[config.mk]
export PLATFORM = sky130hd
export DESIGN_NAME = rr_arbiter4_flat
export DESIGN_NICKNAME = d
export VERILOG_FILES = /design/src/rtl/rr_arbiter4_pkg.sv /design/src/rtl/rr_arbiter4_if.sv /design/src/rtl/rr_arbiter4_pick.sv /design/src/rtl/rr_arbiter4.sv /design/src/flat_wrapper.sv
export SDC_FILE = /design/constraint.sdc
export NUM_CORES = 1
export LEC_CHECK = 0
export ABC_AREA = 1
export BUFFER_PORTS_ARGS = -buffer_cell sky130_fd_sc_hd__buf_4
export CAP_MARGIN = 5
export CORE_MARGIN = 5
export CORE_UTILIZATION = 50
export DETAILED_ROUTE_END_ITERATION = 12
export GPL_TIMING_DRIVEN = 0
export PLACE_DENSITY = 0.77
export SLEW_MARGIN = 10
export SYNTH_ARGS = -nofsm -noshare
export SYNTH_HDL_FRONTEND = slang
export SYNTH_SLANG_ARGS = --single-unit
[constraint.sdc]
create_clock -name clk -period 6.1 [get_ports clk]
set_input_delay 1.22 -clock clk [delete_from_list [all_inputs] [get_ports clk]]
set_output_delay 1.22 -clock clk [all_outputs]
set_load 0.005 [all_outputs]
[src/rtl/rr_arbiter4_pkg.sv]
// Shared types and constants for the four-way round-robin arbiter.
package arb_pkg;

   localparam int ARB_PORTS = 4;

   // S_IDLE: nothing offered downstream; S_GRANT: switch is presented with out_valid.
   typedef enum logic {
      S_IDLE  = 1'b0,
      S_GRANT = 1'b1
   } arb_state_t;

   // One-hot decode of a requester index.
   function automatic logic [ARB_PORTS-1:0] onehot4(input logic [1:0] idx);
      logic [ARB_PORTS-1:0] v;
      v = '0;
      v[idx] = 1'b1;
      return v;
   endfunction

endpackage

[src/rtl/rr_arbiter4_if.sv]
// Request/grant handshake bundle between the arbiter and its requesters/consumer.
interface rr_arbiter4_if;
   import arb_pkg::*;

   logic [ARB_PORTS-1:0] req;
   logic [1:0]           switch;
   logic                 out_valid;
   logic                 out_ready;
   logic [ARB_PORTS-1:0] ack;
   logic                 timeout;

   // Arbiter side.
   modport master (
      input  req,
      input  out_ready,
      output switch,
      output out_valid,
      output ack,
      output timeout
   );

   // Requester / consumer side.
   modport slave (
      output req,
      output out_ready,
      input  switch,
      input  out_valid,
      input  ack,
      input  timeout
   );
endinterface

[src/rtl/rr_arbiter4_pick.sv]
// Rotating priority picker: first set bit of mask searching start, start+1, ... mod 4.
module rr_pick4
   import arb_pkg::*;
(
   input  logic [ARB_PORTS-1:0] mask,
   input  logic [1:0]           start,
   output logic                 any,
   output logic [1:0]           idx
);

   logic [1:0]           cand [ARB_PORTS];
   logic [ARB_PORTS-1:0] rot;
   logic [1:0]           off;

   // rot[k] is the request of the requester k positions after start.
   for (genvar gi = 0; gi < ARB_PORTS; gi++) begin : g_rot
      localparam logic [1:0] OFF = 2'(gi);
      assign cand[gi] = start + OFF;
      assign rot[gi]  = mask[cand[gi]];
   end

   // Lowest rotated position wins; idx is only meaningful when any is high.
   always_comb begin
      off = 2'd0;
      if (rot[0])      off = 2'd0;
      else if (rot[1]) off = 2'd1;
      else if (rot[2]) off = 2'd2;
      else if (rot[3]) off = 2'd3;
   end

   assign any = |mask;
   assign idx = start + off;

endmodule

[src/rtl/rr_arbiter4.sv]
// Four-way round-robin arbiter producing the 4:1 mux select with a valid/ready
// handshake and a watchdog that drops grants the consumer stalls on.
module rr_arbiter4
   import arb_pkg::*;
#(
   parameter int unsigned TIMEOUT = 16
)(
   input  logic          clk,
   input  logic          rst,
   rr_arbiter4_if.master bus
);

   localparam int unsigned       CNT_W    = (TIMEOUT > 0) ? $clog2(TIMEOUT + 1) : 1;
   localparam logic [CNT_W-1:0]  CNT_LAST = CNT_W'((TIMEOUT > 0) ? (TIMEOUT - 1) : 0);
   localparam bit                WD_EN    = (TIMEOUT > 0);

   arb_state_t         state_q, state_d;
   logic [1:0]         ptr_q, ptr_d;
   logic [1:0]         switch_q, switch_d;
   logic [CNT_W-1:0]   wait_cnt_q, wait_cnt_d;
   logic               timeout_q, timeout_d;

   logic               idle_any, next_any;
   logic [1:0]         idle_idx, next_idx;
   logic [1:0]         switch_inc;
   logic [ARB_PORTS-1:0] next_mask;
   logic               out_valid;

   assign switch_inc = switch_q + 2'd1;
   // The current winner is excluded so it only regains the bus after the others.
   assign next_mask  = bus.req & ~onehot4(switch_q);

   rr_pick4 u_pick_idle (
      .mask  (bus.req),
      .start (ptr_q),
      .any   (idle_any),
      .idx   (idle_idx)
   );

   rr_pick4 u_pick_next (
      .mask  (next_mask),
      .start (switch_inc),
      .any   (next_any),
      .idx   (next_idx)
   );

   // Next-state: grant from idle, or transfer / withdraw / timeout / wait while granted.
   always_comb begin
      state_d    = state_q;
      ptr_d      = ptr_q;
      switch_d   = switch_q;
      wait_cnt_d = wait_cnt_q;
      timeout_d  = 1'b0;
      case (state_q)
         S_IDLE: begin
            if (idle_any) begin
               switch_d   = idle_idx;
               wait_cnt_d = '0;
               state_d    = S_GRANT;
            end
         end
         S_GRANT: begin
            if (bus.out_ready) begin
               ptr_d = switch_inc;
               if (next_any) begin
                  switch_d   = next_idx;
                  wait_cnt_d = '0;
               end else begin
                  state_d = S_IDLE;
               end
            end else if (!bus.req[switch_q]) begin
               ptr_d   = switch_inc;
               state_d = S_IDLE;
            end else if (WD_EN && (wait_cnt_q == CNT_LAST)) begin
               timeout_d = 1'b1;
               ptr_d     = switch_inc;
               state_d   = S_IDLE;
            end else begin
               wait_cnt_d = wait_cnt_q + CNT_W'(1);
            end
         end
         default: state_d = S_IDLE;
      endcase
   end

   // State registers with synchronous reset; reset mid-grant drops the grant silently.
   always_ff @(posedge clk) begin
      if (rst) begin
         state_q    <= S_IDLE;
         ptr_q      <= 2'd0;
         switch_q   <= 2'd0;
         wait_cnt_q <= '0;
         timeout_q  <= 1'b0;
      end else begin
         state_q    <= state_d;
         ptr_q      <= ptr_d;
         switch_q   <= switch_d;
         wait_cnt_q <= wait_cnt_d;
         timeout_q  <= timeout_d;
      end
   end

   assign out_valid     = (state_q == S_GRANT);
   assign bus.out_valid = out_valid;
   assign bus.switch    = switch_q;
   assign bus.timeout   = timeout_q;
   assign bus.ack       = (out_valid && bus.out_ready) ? onehot4(switch_q) : '0;

endmodule

[src/flat_wrapper.sv]
// flat-port wrapper written by rule: the top's interface ports become plain ports
module rr_arbiter4_flat import arb_pkg::*;
#(
   parameter int unsigned TIMEOUT = 16
)
  (clk, rst, bus_req, bus_out_ready, bus_switch, bus_out_valid, bus_ack, bus_timeout);
  rr_arbiter4_if bus_i ();
  input  logic clk;
  input  logic rst;
  input wire logic [$bits(bus_i.req)-1:0] bus_req;
  input wire logic [$bits(bus_i.out_ready)-1:0] bus_out_ready;
  output wire logic [$bits(bus_i.switch)-1:0] bus_switch;
  output wire logic [$bits(bus_i.out_valid)-1:0] bus_out_valid;
  output wire logic [$bits(bus_i.ack)-1:0] bus_ack;
  output wire logic [$bits(bus_i.timeout)-1:0] bus_timeout;
  assign bus_i.req = bus_req;
  assign bus_i.out_ready = bus_out_ready;
  assign bus_switch = bus_i.switch;
  assign bus_out_valid = bus_i.out_valid;
  assign bus_ack = bus_i.ack;
  assign bus_timeout = bus_i.timeout;
  rr_arbiter4 #(.TIMEOUT(TIMEOUT)) u_core (.clk(clk), .rst(rst), .bus(bus_i));
endmodule
-- Word-level counts from Yosys, hierarchy flattened
Cells that the tools add are included.
- flip-flop bits (word level): 11
- word-level logic and storage cells: 94
- add/subtract/negate cells: 10
- order comparisons: 10
- eq/ne operators: 8
- mux-type cells: 49
- bitwise logic cells: 4
- reductions and logical operators: 8
- operators by type and width (operator ; count):
    two-way mux 2 bit ; 14
    less-than comparator 2 x 3 -> 1 bit (second input constant) ; 9
    two-way mux 5 bit ; 5
    binary-select mux 1 bit (select 2 bit) ; 9
    two-way mux 1 bit ; 16
    != test 3 bit (second input constant) ; 4
    OR reduction 4 bit ; 3
    case mux 5 bit (2 select lines) ; 1
    adder 2 bit (second input constant) ; 4
    adder 2 x 1 -> 2 bit (second input constant) ; 3
    adder 5 x 1 -> 5 bit (second input constant) ; 1
    equality test 5 x 4 -> 1 bit (second input constant) ; 1
    adder 2 bit ; 2
    AND 4 bit ; 1
    two-way mux 4 bit ; 1
    != test 2 bit (second input constant) ; 2
    inverter 4 bit ; 1
    case mux 2 bit (2 select lines) ; 1
    AND reduction 4 bit ; 1
    AND reduction 3 bit ; 1
    demux 1 bit (select 2 bit) ; 1
    >= comparator 2 x 1 -> 1 bit (second input constant) ; 1
    logical AND 1 bit ; 2
    != test 2 x 1 -> 1 bit (second input constant) ; 1
    other kinds (3) ; 4

-- Logic depth before layout (Yosys ltp)
Gate-level depths: netlist of run 1.
- depth after elaboration: 16
- depth in mapped cells: 17

-- Hierarchy
From an unflattened synthesis of run 1, not the netlist that was laid out.
- cell total of the unflattened synthesis: 230
- area total of the unflattened synthesis: 1315.0 um^2
- modules (own cells, without submodules) (module ; instances ; cells each ; area an instance (um^2)):
    rr_arbiter4 ; 1 ; 118 ; 779.5
    rr_pick4 ; 2 ; 56 ; 267.8

-- Worst setup path before layout of run 1
Ideal clock, no wire load.
- kind: input -> register
- start point: input port bus_req[1]
- end point: register u_core.switch_q[1], in the netlist u_core.bus.switch[1]
- arrival time: 2525 ps
- data required time: 5991 ps
- setup slack: 3467 ps
- stages on the path: 15
- path through: inv_2 nor2_1 nand2_1 o21ai_0 o21ai_0 inv_1 a21oi_1 nor2_1 ha_1 xnor2_1 nand3b_1 nand3_1 nand3_1 nand2_1 inv_1
- longest elaborated chain between the ends: 11
- ends and longest elaborated chain (element ; RTL line ; RTL):
    start: declaration ; flat_wrapper.sv:10 ; input wire logic [$bits(bus_i.req)-1:0] bus_req;
    AND 4 bit ; rr_arbiter4.sv:31 ; assign next_mask = bus.req & ~onehot4(switch_q);
    binary-select mux 1 bit (select 2 bit) ; rr_arbiter4_pick.sv:19 ; assign rot[gi] = mask[cand[gi]];
    two-way mux 1 bit (implied by the code) ; rr_arbiter4_pick.sv:19 ;
    two-way mux 2 bit ; rr_arbiter4_pick.sv:28 ; else if (rot[3]) off = 2'd3;
    two-way mux 2 bit ; rr_arbiter4_pick.sv:27 ; else if (rot[2]) off = 2'd2;
    two-way mux 2 bit ; rr_arbiter4_pick.sv:26 ; else if (rot[1]) off = 2'd1;
    two-way mux 2 bit ; rr_arbiter4_pick.sv:25 ; if (rot[0]) off = 2'd0;
    adder 2 bit ; rr_arbiter4_pick.sv:32 ; assign idx = start + off;
    two-way mux 2 bit ; rr_arbiter4.sv:65 ; if (next_any) begin
    two-way mux 2 bit ; rr_arbiter4.sv:63 ; if (bus.out_ready) begin
    case mux 2 bit (2 select lines) ; rr_arbiter4.sv:54 ; case (state_q)
    end signal: assignment ; rr_arbiter4.sv:97 ; switch_q <= switch_d;
    end: declaration ; rr_arbiter4.sv:19 ; logic [1:0] switch_q, switch_d;
Several ways; a longest one is shown, not always the timed one. The select of a mux whose other input is x is not followed.
A chain may end at the register's enable or synchronous reset.

-- Final worst setup path of run 1
- start point: input port bus_out_ready
- end point: output port bus_ack[0]
- longest elaborated chain between the ends: 2
- ends and longest elaborated chain (element ; RTL line ; RTL):
    start: declaration ; flat_wrapper.sv:11 ; input wire logic [$bits(bus_i.out_ready)-1:0] bus_out_ready;
    logical AND 1 bit ; rr_arbiter4.sv:107 ; assign bus.ack = (out_valid && bus.out_ready) ? onehot4(switch_q) : '0;
    two-way mux 4 bit ; rr_arbiter4.sv:107 ;
    end: declaration ; flat_wrapper.sv:14 ; output wire logic [$bits(bus_i.ack)-1:0] bus_ack;
Every way passes these cells.

==> impl_metrics.yaml, run 1 <==
critical_path:
  req_time_crit_path_ns: 4.88
  cpLargestDelayFamily: "buffers and inverters"
  worst_path_largest_cell_delay_ns: 0.13
  timing.critical_path.fanout_max: 4
  worst_path_most_repeated_cell: "buf_4"
  endpoint_kind: "output pin"
  critical_path.cell_chain: "buf_4 > nand2_1 > nor2_1 > buf_4"
  cp.buffers_inverters: 2
  worst_setup_path_start_kind: "primary input"
  cp_data_arrival_time_ns: 1.65
  critical-path-slowest-cell: "buf_4"
  worstSetupPathType: "in -> out"
sta:
  finalHoldViolCount: 0
  fraction_of_the_cycle_the_final_worst_path_needs_pct: 47.1
  layout_setup_ws_ns: 3.23
  pin_slew_with_the_least_headroom_to_its_limit_ns: 0.305
  max_freq_mhz: 348
  setup-violations-final: 0
  grt_setup_unrepaired: "false"
  min_period_ns: 2.87
  final-max-slew-violation-count: 0
  setup-tns-final_ns: 0
  normalized_max_slew_margin_pct: 79.4
  fin_worst_skew_ns: 0.00333
  whs_ns: 0.472
global_route:
  grt_overflow_total: 0
  first_pass_grt_wire_length_mm: 4.00
  grt_antenna_before_repair: 0
  first_global_vias: 977
  grt.total_usage_pct: 15.5
  pin_count_of_the_biggest_net_entering_global_routing: 12
routing:
  dr_iter_0_viols: 22
  totalWireLength_mm: 2.34
  drt_pre_antenna_iters: 4
  route.antenna.remaining_nets: 0
  remaining_drc_errors: 0
  via_per_inst: 5.05
  vias: 1116
  avgRoutedWirePerCell_microns: 10.6
min_path:
  hp-class: "reg -> reg"
floorplanning:
  initial_utilization_pct: 52.8
  die_height_microns: 55.8
  ios: 15
  die-area_sq_um: 3110
  die_x_microns: 55.8
  core-area_sq_um: 1980
  std_cell_rows: 16
run:
  drv.max_cap_violation_count: 0
clock_network:
  clk_transition_reported_paths_ns: 0.07
  clk_root_buffer_cell: "clkbuf_4"
  ctsResizeCount: 0
  h-tree-depth: 1
  clock_insertion_delay_worst_skew_ns: 0.26
  hold_buffers: 0
  cts.sink_count: 11
  cts_tree: "done"
  cts-root-to-sink-buffers: 2
  cts-buffers-inserted: 3
  postCtsSetupRepairBufs: 0
place:
  buffer_ports.inserted: 14
  place_worst_setup_slack_ns: 3.16
  globalplace.congestion: 0.789
  dp_hpwl_mm: 1.92
synthesis:
  synth-seq-area-share_pct: 21.0
  synth_top_cell_by_area: "dfxtp_1"
  synth_seq_cells: 11
  synth.lib_cells_used.distinct: 24
  netlist_instances: 176
  post_synth.cell_area_avg_sq_um: 5.95
  synth_top_cell_area_share_pct: 21.0
  synthesis.area_sq_um: 1050
  synth.net_count: 191
  synth.top_cells.by_area: "dfxtp_1, nand2_1, ha_1"
  synthesis.yosys.warnings: 0
power:
  power.density_cell_area_nw_per_um2: 416
  power.static_leakage_nw: 0.607
  power.ir.vdd_worst_mv: 0.297
status:
  run_status: "completed"
cells_and_area:
  share_of_final_layout_standard_cells_stronger_than_drive_strength_1_pct: 19.1
  layout-area-overhead-vs-synth_pct: 15.8
  layout.cells.most_common: "nand2_1"
  num_antenna_cells: 0
  layout_common_cells: "nand2_1, inv_1, nor2_1, nand3_1, buf_4"
  finalNetCount: 210
-- routing by layer --
| metal | wire length [microns] | part of all wire [%] | vias to the layer above | GRT usage [%] |
|---|---|---|---|---|
| met4 | 21 | 0.90 | 0 | 5.21 |
| met1 | 1110 | 47 | 494 | 18.9 |
| met2 | 1110 | 47 | 18 | 26.9 |
| met5 | 0 | 0 | - | 0 |
| li1 | - | - | 600 | - |
| met3 | 98 | 4.2 | 4 | 2.78 |
-- report_power, final --
part           internal [mW]  total, mW  leakage, nW  switching [mW]
Clock                 0.0253     0.0476       0.0150          0.0223
Combinational          0.142      0.360        0.502           0.218
Sequential            0.0828     0.0970       0.0901          0.0142
Total                  0.251      0.505        0.607           0.254
-- final timing paths --
| check | slack (ns) | startpoint | cells past startpoint | endpoint |
|---|---|---|---|---|
| hold reg to reg | 0.47 | u_core.wait_cnt_q[4] | 2 | u_core.wait_cnt_q[4] |
| setup reg to reg | 3.49 | u_core.bus.switch[0] | 15 | u_core.bus.switch[1] |
| hold / removal | 0.47 | u_core.wait_cnt_q[4] | 2 | u_core.wait_cnt_q[4] |
| setup / recovery | 3.23 | bus_out_ready | 4 | bus_ack[0] |
-- state kept, by name, summed over array words and instances, names as in the netlist --
| register | cells |
|---|---|
| u_core.bus.timeout | 1 |
| u_core.bus.out_valid | 1 |
| u_core.ptr_q | 2 |
| u_core.wait_cnt_q | 5 |
| u_core.bus.switch | 2 |
-- cells in the mapped netlist (all sizes together) --
cell and n:
o211ai 1, xnor2 1, ha 8, nand3b 3, dfxtp 11, buf 2
nand3 16, nor3 5, nor2 22, a21oi 10, xor2 1, nand2 55
a31oi 1, o21ai 12, inv 27, a21boi 1
-- per-stage QoR --
stage | area (sq um) | instances | util [%] | power [mW]
floorplan | 1050 | 176 | - | 0.377
global placement | 1190 | 217 | 59.8 | 0.440
global route | 1210 | 221 | 61.2 | 0.559
CTS | 1210 | 221 | 61.2 | 0.503
finish | 1210 | 221 | 61.2 | 0.505
detailed placement | 1190 | 217 | 59.8 | 0.453
-- tightest hold or removal path, delay by kind of cell (launching register included) --
kind | cells | cell delay (ns)
DFF | 1 | 0.32
and+or+nand+nor | 1 | 0.06
AOI/OAI and AO/OA | 1 | 0.05
-- cell type report --
cell class	instances	area, sq um
Buffer	2	18.8
Clock buffer	4	26.3
Fill cell	211	769
Inverter	27	104
Multi-Input combinational cell	136	704
Sequential cell	11	220
Tap cell	27	33.8
Timing Repair Buffer	14	105
-- cells by family (layout without fill, tap and decap cells) --
group,count (synthesis),count (layout),share of synthesized area [%]
AO/OA/AOI/OAI,25,25,12.9
XOR/XNOR,2,2,2.39
adder cells (fa/ha/maj),8,8,9.56
buffers and inverters,29,47,11.7
flip-flops,11,11,21.0
AND/OR/NAND/NOR,101,101,42.4
Power figures use the tool's default switching activity.
==> run 2: changes to the inputs <==
--- a/config.mk
+++ b/config.mk
@@ -5,14 +5,14 @@
 export SDC_FILE = /design/constraint.sdc
 export NUM_CORES = 1
 export LEC_CHECK = 0
-export ABC_AREA = 1
+export ABC_AREA = 0
 export BUFFER_PORTS_ARGS = -buffer_cell sky130_fd_sc_hd__buf_4
 export CAP_MARGIN = 5
 export CORE_MARGIN = 5
 export CORE_UTILIZATION = 50
 export DETAILED_ROUTE_END_ITERATION = 12
 export GPL_TIMING_DRIVEN = 0
-export PLACE_DENSITY = 0.77
+export PLACE_DENSITY = 0.8
 export SLEW_MARGIN = 10
 export SYNTH_ARGS = -nofsm -noshare
 export SYNTH_HDL_FRONTEND = slang
==> constraint.sdc (replaced) <==
create_clock -name clk -period 2.4 [get_ports clk]
set_input_delay 0.48 -clock clk [delete_from_list [all_inputs] [get_ports clk]]
set_output_delay 0.48 -clock clk [all_outputs]
set_load 0.005 [all_outputs]
==> run 2 against run 1 <==
Die area fell by 0.68%. Sequential share of layout area shrank 0.88 points. Largest power group unchanged. Sequential power is 150% higher. Critical path type is now reg -> reg.
==> impl_metrics.yaml, run 2 <==
status:
  run_status: "completed"
synthesis:
  synthXorXnorAreaFrac_pct: 3.37
  synth-compound-area-share_pct: 23.9
  synth.net_count: 140
  ys_async_sr_fraction_pct: 0
  synth_top_cell_area_share_pct: 21.2
  synth-seq-area-share_pct: 21.2
  synth-edff-count: 0
  synth.area.mux_share_pct: 3.13
  synthesis.yosys.warnings: 0
  synth.top_cells.by_area: "dfxtp_1, ha_1, nor2_1"
  synth.lib_cells_used.distinct: 46
  netlist_instances: 125
  synth_area_in_adders_pct: 9.64
  synth_seq_cells: 11
  post_synth.cell_area_avg_sq_um: 8.31
  synth_top_cells_by_count: "dfxtp_1, nor2_1, ha_1, nand3_1, nand2_1"
  synthesis.area_sq_um: 1040
  synth_top_cell_by_area: "dfxtp_1"
  dominant_combinational_cell_family_by_area_after_synthesis: "simple AND/OR/NAND/NOR gates"
  ys.flop_type: "dfxtp_1"
  synth_simple_gate_area_share_pct: 31.2
sta:
  fraction_of_the_cycle_the_final_worst_path_needs_pct: 93.5
  setup-violations-final: 0
  normalized_max_slew_margin_pct: 70.0
  grt_setup_unrepaired: "false"
  max_freq_mhz: 446
  finalHoldViolCount: 0
  fin_worst_skew_ns: 0.00516
  pin_slew_with_the_least_headroom_to_its_limit_ns: 0.450
  min_period_ns: 2.24
  final-max-slew-violation-count: 0
cells_and_area:
  largest_register_ffs: 5
  num_antenna_cells: 0
  layout_common_cells: "buf_4, nor2_1, dfxtp_1, nand2_1, nand3_1"
  largest-register: "u_core.wait_cnt_q"
  share_of_final_layout_standard_cells_stronger_than_drive_strength_1_pct: 31.3
  finalNetCount: 160
  layout.cells.most_common: "buf_4"
  post-route-util_pct: 65.7
  finish.cell_count_without_fillers: 171
  layout-area-overhead-vs-synth_pct: 24.1
routing:
  drt_pre_antenna_iters: 4
  avgRoutedWirePerCell_microns: 14.2
  totalWireLength_mm: 2.43
  route.antenna.remaining_nets: 0
  via_per_inst: 5.82
  remaining_drc_errors: 0
  vias: 996
  dr_iter_0_viols: 19
clock_network:
  h-tree-depth: 1
  cts.sink_count: 11
  cts-buffers-inserted: 3
  clk_transition_reported_paths_ns: 0.07
  clk_root_buffer_cell: "clkbuf_4"
  cts_tree: "done"
  cts-root-to-sink-buffers: 2
  clock_insertion_delay_worst_skew_ns: 0.27
global_route:
  grt.total_usage_pct: 16.2
  first_pass_grt_wire_length_mm: 4.22
  grt_overflow_total: 0
  grt_antenna_before_repair: 0
  first_global_vias: 985
  pin_count_of_the_biggest_net_entering_global_routing: 11
run:
  drv.max_cap_violation_count: 0
place:
  buffer_ports.inserted: 12
  dp_hpwl_mm: 1.78
  globalplace.congestion: 0.801
  numPlacedInstances: 164
power:
  power.density_cell_area_nw_per_um2: 760
  power.static_leakage_nw: 0.536
  power.ir.vdd_worst_mv: 0.540
critical_path:
  timing.reg2reg.setup_slack_ns: 0.16
  cp.buffers_inverters: 1
  cpLargestDelayFamily: "simple AND/OR/NAND/NOR gates"
  rr_startpoint: "u_core.bus.switch[0]"
  critical_path.reg2reg.endpoint: "u_core.bus.switch[1]"
  critical-path-slowest-cell: "or3b_1"
  critical_path.cell_chain: "buf_4 > ha_1 > nor2b_1 > nand3_2 > o311ai_2 > o21ai_1 > nand3_1 > ha_2 > xnor2_2 > nor4b_1 > or3b_1"
  ff2ff_path_depth: 11
  worst_setup_path_start_kind: "register"
  cp_data_arrival_time_ns: 2.40
  endpoint_kind: "register"
  timing.critical_path.fanout_max: 4
  worst_path_largest_cell_delay_ns: 0.35
  req_time_crit_path_ns: 2.55
  worstSetupPathType: "reg -> reg"
floorplanning:
  ios: 15
  die_height_microns: 55.6
  core-area_sq_um: 1960
  die_x_microns: 55.6
  std_cell_rows: 16
  die-area_sq_um: 3090
  initial_utilization_pct: 52.9
min_path:
  worst_hold_startpoint: "bus_out_ready"
  hp-class: "in -> reg"
  min_path_cells: 2
  min_delay_worst_endpoint: "u_core.bus.timeout"
==> run 2: changes by cell type in the layout (fill, tap and decap cells not counted), sizes merged, moves of 8 or more <==
cell / previous run / this run
nor2: 22 / 11
o21ai: 12 / 1
inv: 27 / 3
nand2: 55 / 7
nand3: 16 / 8
==> run 2: layer usage <==
metal | vias up | routed length [microns] | part of all wire (%) | track usage [%]
li1 | 502 | - | - | -
met1 | 477 | 1140 | 47 | 21.7
met2 | 13 | 1200 | 49 | 25.2
met3 | 4 | 70 | 2.9 | 2.55
met4 | 0 | 25 | 1.0 | 7.64
met5 | - | 0 | 0 | 0
==> run 2: area by class of cell <==
cell class | instances | area [sq um]
inverters | 4 | 18.8
clock buffers | 4 | 26.3
flip-flops and latches | 11 | 223
fillers | 178 | 673
multi-input cells | 101 | 815
repair buffers | 16 | 120
well taps | 27 | 33.8
plain buffers | 8 | 52.6
==> run 2: per-stage QoR <==
stage | cell area (sq um) | power, mW | setup WS [ns] | setup TNS (ns) | hold WS, ns
floorplan | 1040 | 0.594 | 0.0568 | 0 | 0.448
global placement | 1160 | 0.699 | -0.108 | -0.108 | 0.458
detailed placement | 1160 | 0.718 | -0.174 | -0.174 | 0.467
CTS | 1230 | 0.900 | 0.00173 | 0 | 0.439
global route | 1290 | 1.06 | 0.000884 | 0 | 0.448
finish | 1290 | 0.979 | 0.156 | 0 | 0.442
==> run 2: worst max-delay path by stage <==
| stage | start | end | slack (ns) | cells after the start |
|---|---|---|---|---|
| after floorplan | u_core.bus.switch[0] | u_core.bus.switch[1] | 0.06 | 13 |
| after global placement | u_core.bus.switch[0] | u_core.bus.switch[1] | -0.11 | 13 |
| after detailed placement | u_core.bus.switch[0] | u_core.bus.switch[1] | -0.17 | 13 |
| after CTS | u_core.bus.switch[0] | u_core.bus.switch[1] | 0.002 | 11 |
| after global routing | u_core.bus.switch[0] | u_core.bus.switch[1] | 0.0009 | 11 |
| final | u_core.bus.switch[0] | u_core.bus.switch[1] | 0.16 | 11 |
==> run 2: worst reg2reg max path: cells and delay by family (launching register included) <==
kind	cells	cell delay, ns
adder cells (fa/ha/maj)	2	0.41
XOR/XNOR	1	0.11
buffers and inverters	1	0.13
AND/OR/NAND/NOR	5	0.95
flip-flops	1	0.33
AO/OA/AOI/OAI	2	0.19
==> run 2: power by group <==
part	switching (mW)	internal, mW
Clock	0.0620	0.0645
Sequential	0.0330	0.207
Combinational	0.298	0.315
Total	0.393	0.587
==> run 2: what timing repair did <==
| item | in CTS | in global routing |
|---|---|---|
| endpoints found under the setup margin | 1 | 2 |
| setup buffers | 3 | 1 |
| hold buffers | 0 | 0 |
| pin swaps | 2 | 7 |
| resized for setup | 6 | 13 |
| cloned | 0 | 0 |
==> run 2: cell families (layout without fill, tap and decap cells) <==
kind of cell | Yosys count | in the layout
AOI/OAI and AO/OA | 31 | 31
adders and majority gates | 8 | 8
and+or+nand+nor | 56 | 56
xor gates and xnor gates | 4 | 4
muxes | 2 | 2
DFF | 11 | 11
buffers and inverters | 13 | 32
==> run 3: changes to the inputs <==
--- a/config.mk
+++ b/config.mk
@@ -12,7 +12,7 @@
 export CORE_UTILIZATION = 50
 export DETAILED_ROUTE_END_ITERATION = 12
 export GPL_TIMING_DRIVEN = 0
-export PLACE_DENSITY = 0.8
+export PLACE_DENSITY = 0.77
 export SLEW_MARGIN = 10
 export SYNTH_ARGS = -nofsm -noshare
 export SYNTH_HDL_FRONTEND = slang
==> constraint.sdc (replaced) <==
create_clock -name clk -period 2.11 [get_ports clk]
set_input_delay 0.422 -clock clk [delete_from_list [all_inputs] [get_ports clk]]
set_output_delay 0.422 -clock clk [all_outputs]
set_load 0.005 [all_outputs]
==> run 3 against run 2 <==
Core utilization is 2.9 points higher. Total power is 22% higher. Critical endpoint unchanged. Global-route usage is 0.66 points higher. Cell area is 4.5% higher. Hold slack worse by 0.055 ns. Fmax is 0.52% higher. Clock-buffer cell count stayed put. Clock skew is 0.0033 ns lower. Critical path depth is 1 lower. Cell count is 2.3% higher. Combinational power is 27% higher. The run now ends with setup timing left. Highest routed layer unchanged. Register-to-register slack worse by 0.28 ns.
==> impl_metrics.yaml, run 3 (synthesis results as in run 2) <==
sta:
  layout_setup_ws_ns: -0.123
  grt_setup_unrepaired: "true"
  setup-tns-final_ns: -0.123
  finalHoldViolCount: 0
  min_period_ns: 2.23
  setup-violations-final: 1
  final-max-slew-violation-count: 0
  fin_worst_skew_ns: 0.00190
  normalized_max_slew_margin_pct: 69.1
  fraction_of_the_cycle_the_final_worst_path_needs_pct: 106
  max_freq_mhz: 448
  pin_slew_with_the_least_headroom_to_its_limit_ns: 0.464
place:
  dp_hpwl_mm: 1.80
  place_worst_setup_slack_ns: -0.212
  buffer_ports.inserted: 12
  post_dp_cell_area_sq_um: 1210
  globalplace.congestion: 0.853
cells_and_area:
  num-fill-cells: 179
  share_of_final_layout_standard_cells_stronger_than_drive_strength_1_pct: 35.8
  post-route-util_pct: 68.6
  layout.cells.most_common: "buf_4"
  design_area_sq_um: 1350
  multiInputGateArea_sq_um: 837
  ff_latch_area_sq_um: 228
  finalNetCount: 164
  layout-area-overhead-vs-synth_pct: 29.6
  layout_common_cells: "buf_4, nor2_1, dfxtp_1, nand2_1, nand3_1"
  num_antenna_cells: 0
  largest-register: "u_core.wait_cnt_q"
  largest_register_ffs: 5
global_route:
  pin_count_of_the_biggest_net_entering_global_routing: 11
  grt_antenna_before_repair: 0
  grt.total_usage_pct: 16.8
  first_global_vias: 971
  grt_overflow_total: 0
  first_pass_grt_wire_length_mm: 4.32
critical_path:
  endpoint_kind: "register"
  critical-path-slowest-cell: "or3b_1"
  worstSetupPathType: "reg -> reg"
  timing.critical_path.fanout_max: 5
  critical_path.cell_chain: "buf_4 > ha_2 > nor2b_4 > o31ai_2 > o21ai_1 > nand3_1 > ha_2 > xnor2_2 > nor4b_2 > or3b_1"
  req_time_crit_path_ns: 2.25
  worst_path_most_repeated_cell: "ha_2"
  worst_path_largest_cell_delay_ns: 0.38
  cp_data_arrival_time_ns: 2.38
  worst_setup_path_start_kind: "register"
floorplanning:
  die_height_microns: 55.6
  die_x_microns: 55.6
  ios: 15
  std_cell_rows: 16
  core-area_sq_um: 1960
  die-area_sq_um: 3090
  initial_utilization_pct: 52.9
routing:
  route.antenna.remaining_nets: 0
  vias: 1040
  dr_iter_0_viols: 28
  totalWireLength_mm: 2.62
  avgRoutedWirePerCell_microns: 15.0
  drt_pre_antenna_iters: 4
  remaining_drc_errors: 0
  via_per_inst: 5.94
status:
  run_status: "finished with violations"
  violated_checks: "setup timing"
clock_network:
  h-tree-depth: 1
  clock_insertion_delay_worst_skew_ns: 0.26
  clk_root_buffer_cell: "clkbuf_4"
  cts-buffers-inserted: 3
  cts_tree: "done"
  clk_transition_reported_paths_ns: 0.06
  cts.sink_count: 11
  cts-root-to-sink-buffers: 2
power:
  power.ir.vdd_worst_mv: 0.648
  power.total_mw: 1.19
  power.static_leakage_nw: 0.561
  power.density_cell_area_nw_per_um2: 886
min_path:
  hp-class: "in -> reg"
run:
  drv.max_cap_violation_count: 0
run 3: final timing paths:
| check | slack [ns] | startpoint | cells after the start | endpoint |
|---|---|---|---|---|
| setup / recovery | -0.12 | u_core.bus.switch[0] | 10 | u_core.bus.switch[1] |
| hold / removal | 0.39 | bus_out_ready | 2 | u_core.bus.timeout |
| setup reg to reg | -0.12 | u_core.bus.switch[0] | 10 | u_core.bus.switch[1] |
| hold reg to reg | 0.47 | u_core.wait_cnt_q[4] | 2 | u_core.wait_cnt_q[4] |
run 3: what timing repair did:
item	CTS	global route
pin swaps	3	7
gates cloned	0	1
buffers inserted	2	5
endpoints found under the setup margin	2	2
hold buffers	0	0
gates resized for setup	5	9
run 3: per-stage QoR:
stage               hold slack, ns  cells
global route                 0.391    175
detailed placement           0.469    164
finish                       0.386    175
floorplan                    0.448    125
CTS                          0.389    169
global placement             0.457    164
run 3: where the power goes:
| group | total (mW) | internal, mW | switching [mW] | leakage (nW) |
|---|---|---|---|---|
| Clock | 0.140 | 0.0732 | 0.0673 | 0.0150 |
| Sequential | 0.272 | 0.240 | 0.0314 | 0.0910 |
| Combinational | 0.781 | 0.400 | 0.381 | 0.455 |
run 3: worst max-delay path: cells and delay by family (launching register included):
kind	cells	cell delay, ns
xor gates and xnor gates	1	0.18
and+or+nand+nor	4	0.75
adders and majority gates	2	0.43
AOI/OAI and AO/OA	2	0.25
DFF	1	0.36
buffers and inverters	1	0.14
run 3: final cells by class:
| type | count | area share [%] |
|---|---|---|
| Buffer | 8 | 4.18 |
| Timing Repair Buffer | 19 | 10.6 |
| Multi-Input combinational cell | 102 | 62.2 |
| Inverter | 4 | 1.67 |
| Sequential cell | 11 | 16.9 |
| Clock buffer | 4 | 1.95 |
| Tap cell | 27 | 2.51 |
run 3: metal layers:
metal  vias to the layer above  GRT usage [%]  wire length, microns
met3                         9           2.78                   100
met1                       495           21.4                  1200
met4                         0           5.21                    70
met5                         -              0                     0
met2                        25           28.9                  1250
li1                        511              -                     -
